`src/rtl/tangram_pkg.sv`:
```
// Shared types and constants for the tangram command scheduler.
// Op encodings, queued command layout and VGA timing constants.
package tangram_pkg;

    localparam int H_TOTAL      = 1056;
    localparam int V_TOTAL      = 628;
    localparam int V_ACTIVE_DEF = 600;
    localparam int N_PIECE      = 7;

    typedef enum logic [2:0] {
        OP_ROT   = 3'd0,
        OP_UP    = 3'd1,
        OP_DOWN  = 3'd2,
        OP_LEFT  = 3'd3,
        OP_RIGHT = 3'd4
    } op_e;

    typedef struct packed {
        op_e        op;
        logic [2:0] piece;
    } cmd_t;

    // Keep only the lowest set bit.
    function automatic logic [6:0] lowest_bit(input logic [6:0] x);
        return x & (~x + 7'd1);
    endfunction

    // Index of the set bit in a one-hot (or zero) vector.
    function automatic logic [2:0] onehot_idx(input logic [6:0] x);
        logic [2:0] idx;
        idx = 3'd0;
        for (int i = 0; i < N_PIECE; i++) begin
            if (x[i]) idx = 3'(i);
        end
        return idx;
    endfunction

endpackage

```
`src/rtl/tangram_cmd_sched_if.sv`:
```
// Bus bundle between key/timing logic and the scheduler.
// master drives timing, switches and keys; slave returns strobes.
interface tangram_cmd_sched_if;

    logic [10:0] hc;
    logic [10:0] vc;
    logic [6:0]  select;
    logic        rotate;
    logic [3:0]  move;
    logic [4:0]  move_lvl;
    logic [6:0]  active_sel;
    logic [6:0]  piece_rot;
    logic [3:0]  piece_move;
    logic [6:0]  piece_en;
    logic        overflow;

    modport master (
        output hc, vc, select, rotate, move, move_lvl,
        input  active_sel, piece_rot, piece_move, piece_en, overflow
    );

    modport slave (
        input  hc, vc, select, rotate, move, move_lvl,
        output active_sel, piece_rot, piece_move, piece_en, overflow
    );

endinterface

```
`src/rtl/tangram_cmd_fifo.sv`:
```
// Synchronous DEPTH x 6 command FIFO with full/empty flags.
// A write when full is accepted only if a read happens in the same cycle.
module tangram_cmd_fifo
    import tangram_pkg::*;
#(
    parameter int DEPTH = 4
) (
    input  logic                     clk,
    input  logic                     rst,
    input  logic                     wr_en,
    input  cmd_t                     wr_data,
    input  logic                     rd_en,
    output cmd_t                     rd_data,
    output logic                     wr_ok,
    output logic                     full,
    output logic                     empty,
    output logic [$clog2(DEPTH):0]   count
);

    localparam int AW = $clog2(DEPTH);
    localparam logic [AW:0] FULL_CNT = DEPTH[AW:0];

    cmd_t          mem_q [DEPTH];
    cmd_t          mem_d [DEPTH];
    logic [AW-1:0] wp_q, wp_d;
    logic [AW-1:0] rp_q, rp_d;
    logic [AW:0]   cnt_q, cnt_d;
    logic          do_rd;

    // Pointer, count and storage update.
    always_comb begin
        mem_d = mem_q;
        wp_d  = wp_q;
        rp_d  = rp_q;
        cnt_d = cnt_q;
        do_rd = rd_en && (cnt_q != '0);
        wr_ok = wr_en && ((cnt_q != FULL_CNT) || do_rd);
        if (wr_ok) begin
            mem_d[wp_q] = wr_data;
            wp_d        = wp_q + 1'b1;
        end
        if (do_rd) rp_d = rp_q + 1'b1;
        case ({wr_ok, do_rd})
            2'b10:   cnt_d = cnt_q + 1'b1;
            2'b01:   cnt_d = cnt_q - 1'b1;
            default: cnt_d = cnt_q;
        endcase
    end

    // State registers.
    always_ff @(posedge clk or posedge rst) begin
        if (rst) begin
            for (int i = 0; i < DEPTH; i++) mem_q[i] <= '0;
            wp_q  <= '0;
            rp_q  <= '0;
            cnt_q <= '0;
        end else begin
            mem_q <= mem_d;
            wp_q  <= wp_d;
            rp_q  <= rp_d;
            cnt_q <= cnt_d;
        end
    end

    assign rd_data = mem_q[rp_q];
    assign full    = (cnt_q == FULL_CNT);
    assign empty   = (cnt_q == '0);
    assign count   = cnt_q;

endmodule

```
`src/rtl/tangram_cmd_sched.sv`:
```
// Piece-select arbiter and vblank-aligned command scheduler.
// Optional key auto-repeat is enabled by defining TANGRAM_AUTOREPEAT_EN.
module tangram_cmd_sched
    import tangram_pkg::*;
#(
    parameter int DEPTH     = 4,
    parameter int V_ACTIVE  = V_ACTIVE_DEF,
    parameter int RPT_DELAY = 20,
    parameter int RPT_RATE  = 4
) (
    input  logic                  clk_40m,
    input  logic                  reset,
    tangram_cmd_sched_if.slave    bus
);

    localparam logic [1:0] IDLE  = 2'd0;
    localparam logic [1:0] PEND  = 2'd1;
    localparam logic [1:0] ISSUE = 2'd2;
    localparam int CW = $clog2(DEPTH) + 1;

    logic [1:0]  state_q, state_d;
    logic [6:0]  active_sel_q, active_sel_d;
    logic        cap_vld_q, cap_vld_d;
    cmd_t        cap_q, cap_d;
    logic [6:0]  rot_q, rot_d;
    logic [6:0]  en_q, en_d;
    logic [3:0]  mv_q, mv_d;
    logic        ovf_q, ovf_d;
    logic        frame_tick;
    logic [4:0]  keys;
    logic        rd_en;
    cmd_t        head;
    logic        wr_ok;
    logic        f_full, f_empty;
    logic [CW-1:0] f_count;

    assign frame_tick = (bus.hc == '0) && (bus.vc == V_ACTIVE[10:0]);

`ifdef TANGRAM_AUTOREPEAT_EN
    localparam logic [4:0] RD = RPT_DELAY[4:0];
    localparam logic [4:0] RE = 5'(RPT_DELAY + RPT_RATE);

    logic [4:0] rpt_q [5];
    logic [4:0] rpt_d [5];
    logic [4:0] rpt_fire;

    // Per-key hold counters; fire at the delay, then every rate frames.
    always_comb begin
        rpt_fire = '0;
        for (int i = 0; i < 5; i++) begin
            rpt_d[i] = rpt_q[i];
            if (!bus.move_lvl[i]) begin
                rpt_d[i] = '0;
            end else if (frame_tick) begin
                rpt_d[i] = rpt_q[i] + 5'd1;
                if (rpt_d[i] == RD) begin
                    rpt_fire[i] = 1'b1;
                end else if (rpt_d[i] == RE) begin
                    rpt_fire[i] = 1'b1;
                    rpt_d[i]    = RD;
                end
            end
        end
    end

    // Hold counter registers.
    always_ff @(posedge clk_40m or posedge reset) begin
        if (reset) begin
            for (int i = 0; i < 5; i++) rpt_q[i] <= '0;
        end else begin
            rpt_q <= rpt_d;
        end
    end

    assign keys = {bus.rotate, bus.move} | rpt_fire;
`else
    logic unused_lvl;
    assign unused_lvl = ^bus.move_lvl;
    assign keys = {bus.rotate, bus.move};
`endif

    // Selection arbitration and key priority capture.
    always_comb begin
        active_sel_d = lowest_bit(bus.select);
        cap_vld_d    = (|keys) && (|active_sel_q);
        cap_d.piece  = onehot_idx(active_sel_q);
        priority case (1'b1)
            keys[4]: cap_d.op = OP_ROT;
            keys[0]: cap_d.op = OP_UP;
            keys[1]: cap_d.op = OP_DOWN;
            keys[2]: cap_d.op = OP_LEFT;
            keys[3]: cap_d.op = OP_RIGHT;
            default: cap_d.op = OP_ROT;
        endcase
    end

    tangram_cmd_fifo #(.DEPTH(DEPTH)) u_fifo (
        .clk     (clk_40m),
        .rst     (reset),
        .wr_en   (cap_vld_q),
        .wr_data (cap_q),
        .rd_en   (rd_en),
        .rd_data (head),
        .wr_ok   (wr_ok),
        .full    (f_full),
        .empty   (f_empty),
        .count   (f_count)
    );

    // Issue FSM and per-piece strobe decode.
    always_comb begin
        state_d = state_q;
        rd_en   = 1'b0;
        rot_d   = '0;
        en_d    = '0;
        mv_d    = '0;
        ovf_d   = ovf_q | (cap_vld_q && !wr_ok);
        case (state_q)
            IDLE:    if (wr_ok) state_d = PEND;
            PEND:    if (frame_tick) state_d = ISSUE;
            ISSUE: begin
                rd_en = !f_empty;
                if (!f_empty) begin
                    unique case (head.op)
                        OP_ROT:   rot_d = 7'd1 << head.piece;
                        OP_UP:    mv_d  = 4'b0001;
                        OP_DOWN:  mv_d  = 4'b0010;
                        OP_LEFT:  mv_d  = 4'b0100;
                        OP_RIGHT: mv_d  = 4'b1000;
                        default:  mv_d  = 4'b0000;
                    endcase
                    if (head.op != OP_ROT) en_d = 7'd1 << head.piece;
                end
                if ((f_count > CW'(1)) || wr_ok) state_d = PEND;
                else state_d = IDLE;
            end
            default: state_d = IDLE;
        endcase
    end

    // Scheduler registers.
    always_ff @(posedge clk_40m or posedge reset) begin
        if (reset) begin
            state_q      <= IDLE;
            active_sel_q <= '0;
            cap_vld_q    <= 1'b0;
            cap_q        <= '0;
            rot_q        <= '0;
            en_q         <= '0;
            mv_q         <= '0;
            ovf_q        <= 1'b0;
        end else begin
            state_q      <= state_d;
            active_sel_q <= active_sel_d;
            cap_vld_q    <= cap_vld_d;
            cap_q        <= cap_d;
            rot_q        <= rot_d;
            en_q         <= en_d;
            mv_q         <= mv_d;
            ovf_q        <= ovf_d;
        end
    end

    assign bus.active_sel = active_sel_q;
    assign bus.piece_rot  = rot_q;
    assign bus.piece_en   = en_q;
    assign bus.piece_move = mv_q;
    assign bus.overflow   = ovf_q;

endmodule

```
`src/flat_wrapper.sv`:
```
// flat-port wrapper written by rule: the top's interface ports become plain ports
module tangram_cmd_sched_flat import tangram_pkg::*;
#(
    parameter int DEPTH     = 4,
    parameter int V_ACTIVE  = V_ACTIVE_DEF,
    parameter int RPT_DELAY = 20,
    parameter int RPT_RATE  = 4
)
  (clk_40m, reset, bus_hc, bus_vc, bus_select, bus_rotate, bus_move, bus_move_lvl, bus_active_sel, bus_piece_rot, bus_piece_move, bus_piece_en, bus_overflow);
  tangram_cmd_sched_if bus_i ();
  input  logic clk_40m;
  input  logic reset;
  input wire logic [$bits(bus_i.hc)-1:0] bus_hc;
  input wire logic [$bits(bus_i.vc)-1:0] bus_vc;
  input wire logic [$bits(bus_i.select)-1:0] bus_select;
  input wire logic [$bits(bus_i.rotate)-1:0] bus_rotate;
  input wire logic [$bits(bus_i.move)-1:0] bus_move;
  input wire logic [$bits(bus_i.move_lvl)-1:0] bus_move_lvl;
  output wire logic [$bits(bus_i.active_sel)-1:0] bus_active_sel;
  output wire logic [$bits(bus_i.piece_rot)-1:0] bus_piece_rot;
  output wire logic [$bits(bus_i.piece_move)-1:0] bus_piece_move;
  output wire logic [$bits(bus_i.piece_en)-1:0] bus_piece_en;
  output wire logic [$bits(bus_i.overflow)-1:0] bus_overflow;
  assign bus_i.hc = bus_hc;
  assign bus_i.vc = bus_vc;
  assign bus_i.select = bus_select;
  assign bus_i.rotate = bus_rotate;
  assign bus_i.move = bus_move;
  assign bus_i.move_lvl = bus_move_lvl;
  assign bus_active_sel = bus_i.active_sel;
  assign bus_piece_rot = bus_i.piece_rot;
  assign bus_piece_move = bus_i.piece_move;
  assign bus_piece_en = bus_i.piece_en;
  assign bus_overflow = bus_i.overflow;
  tangram_cmd_sched #(.DEPTH(DEPTH), .V_ACTIVE(V_ACTIVE), .RPT_DELAY(RPT_DELAY), .RPT_RATE(RPT_RATE)) u_core (.clk_40m(clk_40m), .reset(reset), .bus(bus_i));
endmodule
```
`config.mk`:
```
export PLATFORM = sky130hd
export DESIGN_NAME = tangram_cmd_sched_flat
export DESIGN_NICKNAME = d
export VERILOG_FILES = /design/src/rtl/tangram_pkg.sv /design/src/rtl/tangram_cmd_sched_if.sv /design/src/rtl/tangram_cmd_fifo.sv /design/src/rtl/tangram_cmd_sched.sv /design/src/flat_wrapper.sv
export SDC_FILE = /design/constraint.sdc
export NUM_CORES = 1
export LEC_CHECK = 0
export CORE_MARGIN = 2
export CORE_UTILIZATION = 25
export DETAILED_ROUTE_END_ITERATION = 10
export GPL_TIMING_DRIVEN = 0
export PLACE_DENSITY_LB_ADDON = 0.2
export SLEW_MARGIN = 10
export SYNTH_ARGS = -nofsm -noshare
export SYNTH_HDL_FRONTEND = slang
export SYNTH_SLANG_ARGS = --single-unit
```
`constraint.sdc`:
```
create_clock -name clk_40m -period 5.25 [get_ports clk_40m]
set_input_delay 1.3125 -clock clk_40m [delete_from_list [all_inputs] [get_ports clk_40m]]
set_output_delay 1.3125 -clock clk_40m [all_outputs]
set_load 0.02 [all_outputs]
```
## Yosys cells after proc, flatten, opt, wreduce, memory -nomap -nowiden

Index checks and enable logic that the tools add are counted.

| word-level totals | value |
|---|---|
| bits of input ports | 41 |
| word-level logic and storage cells | 99 |
| register bits after elaboration | 66 |
| output and inout port bits | 26 |

| cells by class | value |
|---|---|
| $lt $le $gt $ge | 4 |
| bitwise logic cells | 5 |
| mux-type cells | 32 |
| reduce and logical (&&, ||, !) cells | 20 |
| add/subtract/negate cells | 5 |
| eq/ne operators | 12 |
| shift operators | 1 |

Operators by type and width:

| cell | number |
|---|---|
| $mux W7 | 6 |
| $mux W3 | 10 |
| $bwmux W24 | 1 |
| $mux W6 | 3 |
| $pmux W4 S4 | 1 |
| $bmux W6 S2 | 1 |
| $demux W6 S2 | 1 |
| $eq A11 B10 Y1 const B | 1 |
| $logic_not A11 Y1 | 1 |
| $mux W4 | 2 |
| $add A7 B1 Y7 const B | 1 |
| $and A7 B7 Y7 | 1 |
| $not A7 Y7 | 1 |
| $reduce_or A7 Y1 | 1 |
| $shl A1 B3 Y7 const A | 1 |
| $eq A3 B2 Y1 const B | 2 |
| $ge A3 B3 Y1 const B | 2 |
| $logic_and A1 B1 Y1 | 6 |
| $logic_not A3 Y1 | 2 |
| $not A2 Y3 | 2 |
| $pmux W2 S3 | 1 |
| $pmux W3 S2 | 1 |
| $reduce_bool A3 Y1 | 2 |
| $reduce_or A5 Y1 | 1 |
| 19 further kinds | 28 |

## Longest topological paths before layout

| logic depth | value |
|---|---|
| word-level depth | 9 |
| gate-level depth with buffers | 8 |
| depth with buffers taken out | 8 |

## Modules after synthesis

From an unflattened synthesis, not the netlist that was laid out.

| unflattened totals | value |
|---|---|
| cells, all modules | 212 |
| area total of the unflattened synthesis | 2811.4 um^2 |

By module, submodules not included:

| module | times used | cells each | area an instance (um^2) |
|---|---|---|---|
| tangram_cmd_fifo | 1 | 99 | 1461.4 |
| tangram_cmd_sched | 1 | 113 | 1350.0 |

## Least setup slack after synthesis

No wires, ideal clock.

| path | value |
|---|---|
| path type | input-to-reg |
| start | input bus_hc[4] |
| end | register u_core.state_q[0] |
| buffers on the path | 0 |
| stages | 3 |
| path slack | 2921 ps |
| arrival | 2196 ps |
| data required time | 5117 ps |
| library setup time | 133 ps |
| cell sequence | or4_1 -> nor4_1 -> o22ai_1 |

| between the ends | value |
|---|---|
| word-level cells in the longest chain between the ends | 4 |

RTL lines:

| element | RTL line | text |
|---|---|---|
| start: declaration | flat_wrapper.sv:13 | `input wire logic [$bits(bus_i.hc)-1:0] bus_hc;` |
| $logic_not A11 Y1 | tangram_cmd_sched.sv:37 | `assign frame_tick = (bus.hc == '0) && (bus.vc == V_ACTIVE[10:0]);` |
| $logic_and A1 B1 Y1 | tangram_cmd_sched.sv:37 |  |
| $ne A2 B1 Y1 (no source line) | n/a |  |
| $reduce_and A2 Y1 (no source line) | n/a |  |
| end signal: assignment | tangram_cmd_sched.sv:153 | `state_q <= state_d;` |
| end: declaration | tangram_cmd_sched.sv:21 | `logic [1:0] state_q, state_d;` |

No other way between the ends.
A chain may end at the register's enable or synchronous reset.

## Final worst setup path

| path | value |
|---|---|
| start | register u_core.active_sel_q[6], in the netlist u_core.bus.active_sel[6] |
| end | output bus_active_sel[6] |

RTL lines:

| element | RTL line | text |
|---|---|---|
| start: declaration | tangram_cmd_sched.sv:22 | `logic [6:0] active_sel_q, active_sel_d;` |
| start signal: assignment | tangram_cmd_sched.sv:154 | `active_sel_q <= active_sel_d;` |
| end: declaration | flat_wrapper.sv:19 | `output wire logic [$bits(bus_i.active_sel)-1:0] bus_active_sel;` |

No word-level cell between the ends.

==> impl_results.md <==
* Biggest area consumer among synthesized cells: dfrtp_1
* Worst path slowest cell: clkdlybuf4s50_1
* DR vias at 1779
* Net Count, Synth at 258
* GRT Util Overall at 9.921%
* Setup TNS at 0 ps
* Antenna violations before repair at 0
* Slew @ Worst Pin at 809.4 ps
* Area Growth Syn to Fin at 36.84%
* Post-synth top area share at 58.88%
* Vias in the first global route at 1859
* Fraction of layout cells with a size suffix above 1 at 19.58%
* Clock slew at reported path FFs at 70 ps
* Distinct cell type count after synthesis at 35
* Clock share of power at 30.7%
* RePlAce Congestion at 0.6631
* WL/cell at 12.40 µm
* Leakage at 1.712 nW
* Maximum clock insertion buffer count at 2
* GR peak layer: met2
* Met1 GRT Util at 12.63%
* Final setup violation count at 0
* I/O Buffers at 61
* Int Pwr at 1.070 mW
* Starting Density at 25.76%
* Syn avg cell area at 13.49 µm²
* Maximum fanout along the worst path at 4
* Drt via density at 4.176
* CTS Sinks at 66
* Die Ht at 109.9 µm
* Achievable Freq at 376.6 MHz
* First-pass GRT wire length at 9.039 mm
* Final HPWL DP at 3.916 mm
* DR DRC count at 0
* # hold bufs at CTS at 0
* Worst skew pair latency at 330 ps
* Hold Violations, Final at 0
* Minimum clock period after layout at 2655 ps
* Comb pwr share at 25.1%
* Ant diodes at 0
* Row cnt at 38
* Final WS setup at 2595 ps
* Final ANT Viol Nets at 0
* Post-placement setup slack at 2437 ps
* Reg2reg start: u_core.u_fifo.count[0]$_DFFE_PP0P_
* Flops & latches, synth at 66
* CTS HTree Levels at 3
* Number of max-cap violations at 0
* Warnings, synthesis at 0
* Peak supply drop at 0.1792 mV
* NetSw at 413.6 µW
* Hold path start: u_core.bus.overflow$_DFF_PP0_
* Largest cells by area after synthesis: dfrtp_1 59%, mux2_2 9.6%, ha_1 4.0%
* Fill count at 1102
* Pins Over Slew Limit at 0
* Hold Slack at 471.8 ps
* Largest net degree at the start of global routing at 49
* Slowest cell delay on critical path at 630 ps
* Iter 0 DRT Violations at 26
* Worst setup path startpoint: u_core.bus.active_sel[6]$_DFF_PP0_
* Die ar. at 12080 µm²
* Post-CTS setup buffers at 0
* CTS root buffer: clkbuf_8
* Mapped Area at 2805 µm²
* Core ar. at 10890 µm²
* CTS tree: done
* Buffers & Inverters on Critical Path at 1
* Nets at 331
* EDFF count, synth at 0
* Post-Route Skew at 3.511 ps
* Power Density at 386.5 nW/µm²
* Crit path DAT at 1340 ps
* Post-synth ARST share at 100.0%
* Critical Path Start Type: flip-flop
* Post-cts repair resize count at 0
* RSZ-0062 raised after global routing: false
* M3 GR Usage at 4.149%
* Crit path capture type: output port
* Cell Chain, Critical Path: clkdlybuf4s50_1
* Final wirelength at 5.281 mm
* Overflow after GRT at 0
* Sw frac at 27.87%
* Post-Syn Instances at 208
* Final worst-path cycle share at 50.58%
* CP Class: flip-flop to output port
* Die W at 109.9 µm
* I/O Pins at 67
* Top FF cell, synth: dfrtp_1
* Final Core Density at 35.26%
* Max-slew headroom at 45.79%
* Hold WC Path Type: flip-flop to flip-flop
* Num CTS Buffers at 9
* Global Route met2 Usage at 15.25%
* Sequential share of power at 44.2%
* Status: complete, no violations
* Sequential area share after synthesis at 58.88%
* CP top delay family: buffers and inverters
* DRT Pass-1 Iters at 3
* CP required at 3940 ps
cell usage in the layout (no fill, tap or decap), drive strengths merged, types with 3 or more instances in the layout:
cell	count
a21oi	3
buf	4
clkbuf	10
clkdlybuf4s50	61
clkinv	4
dfrtp	66
ha	9
inv	14
mux2	24
mux4	6
nand2	11
nand2b	5
nor2	18
nor3	9
nor4	3
nor4b	4
o21ai	3
or3	4
xnor2	6
kinds of logic (layout without fill, tap and decap cells):
family	count (synthesis)	after routing	share of synthesized area (%)
flops	66	66	58.88
compound gates	12	12	2.721
xor+xnor	6	6	1.873
simple gates	67	67	14.23
mux	31	31	15.21
buf+inv	17	95	3.078
fa+ha+maj	9	9	4.014
area by class of cell:
type                    count  area (µm²)  area share (%)
inverters                  14       55.05           1.434
plain buffers               3       33.78          0.8801
flip-flops and latches     66        1652           43.02
repair buffers             62       638.1           16.62
well taps                 140       175.2           4.563
clock buffers              10       137.6           3.585
multi-input cells         125        1067           27.80
clock inverters             6       80.08           2.086
worst paths after layout:
path | end | slack, ps | depth (start not counted)
max | bus_active_sel[6] | 2590 | 1
min | u_core.bus.overflow$_DFF_PP0_ | 470 | 1
max reg2reg | u_core.u_fifo.mem_q[22]$_DFFE_PP0P_ | 2900 | 5
min reg2reg | u_core.bus.overflow$_DFF_PP0_ | 470 | 1
max in group asynchronous | u_core.u_fifo.mem_q[0]$_DFFE_PP0P_ | 3480 | 3
min in group asynchronous | u_core.bus.piece_rot[6]$_DFF_PP0_ | 1270 | 2
registers in the layout, indices dropped and copies added (netlist names):
signal	count
u_core.bus.active_sel	7
u_core.bus.overflow	1
u_core.bus.piece_en	7
u_core.bus.piece_move	4
u_core.bus.piece_rot	7
u_core.cap_q	6
u_core.cap_vld_q	1
u_core.state_q	2
u_core.u_fifo.count	3
u_core.u_fifo.mem_q	24
u_core.u_fifo.rp_q	2
u_core.u_fifo.wp_q	2
layer usage:
metal / part of all wire [%] / vias to the layer above
li1: - / 871
met1: 47 / 859
met2: 47 / 44
met3: 5.9 / 5
met4: 0.87 / 0
met5: 0 / -
Yosys cell counts (all sizes together) (2+ instances only):
master,number
dfrtp,66
mux2,24
nor2,18
inv,14
nand2,11
ha,9
nor3,9
mux4,6
xnor2,6
nand2b,5
nor4b,4
or3,4
a21oi,3
buf,3
nor4,3
o21ai,3
nor3b,2
nor4bb,2
or2,2
or4,2
per-stage QoR:
step	area [µm²]	std cells	power [mW]
global route	3839	426	1.594
finish	3839	426	1.484
global placement	3591	409	1.037
CTS	3839	426	1.517
detailed placement	3621	410	1.047
floorplan	2805	208	0.9308
power by group through the flow:
stage	logic, mW	registers [mW]	clock network [mW]
after floorplan	0.279	0.652	0
after global placement	0.372	0.665	0
after detailed placement	0.381	0.667	0
after CTS	0.384	0.657	0.477
after global routing	0.420	0.669	0.504
final	0.372	0.655	0.456
No activity file was read; power rests on OpenSTA's default activity.
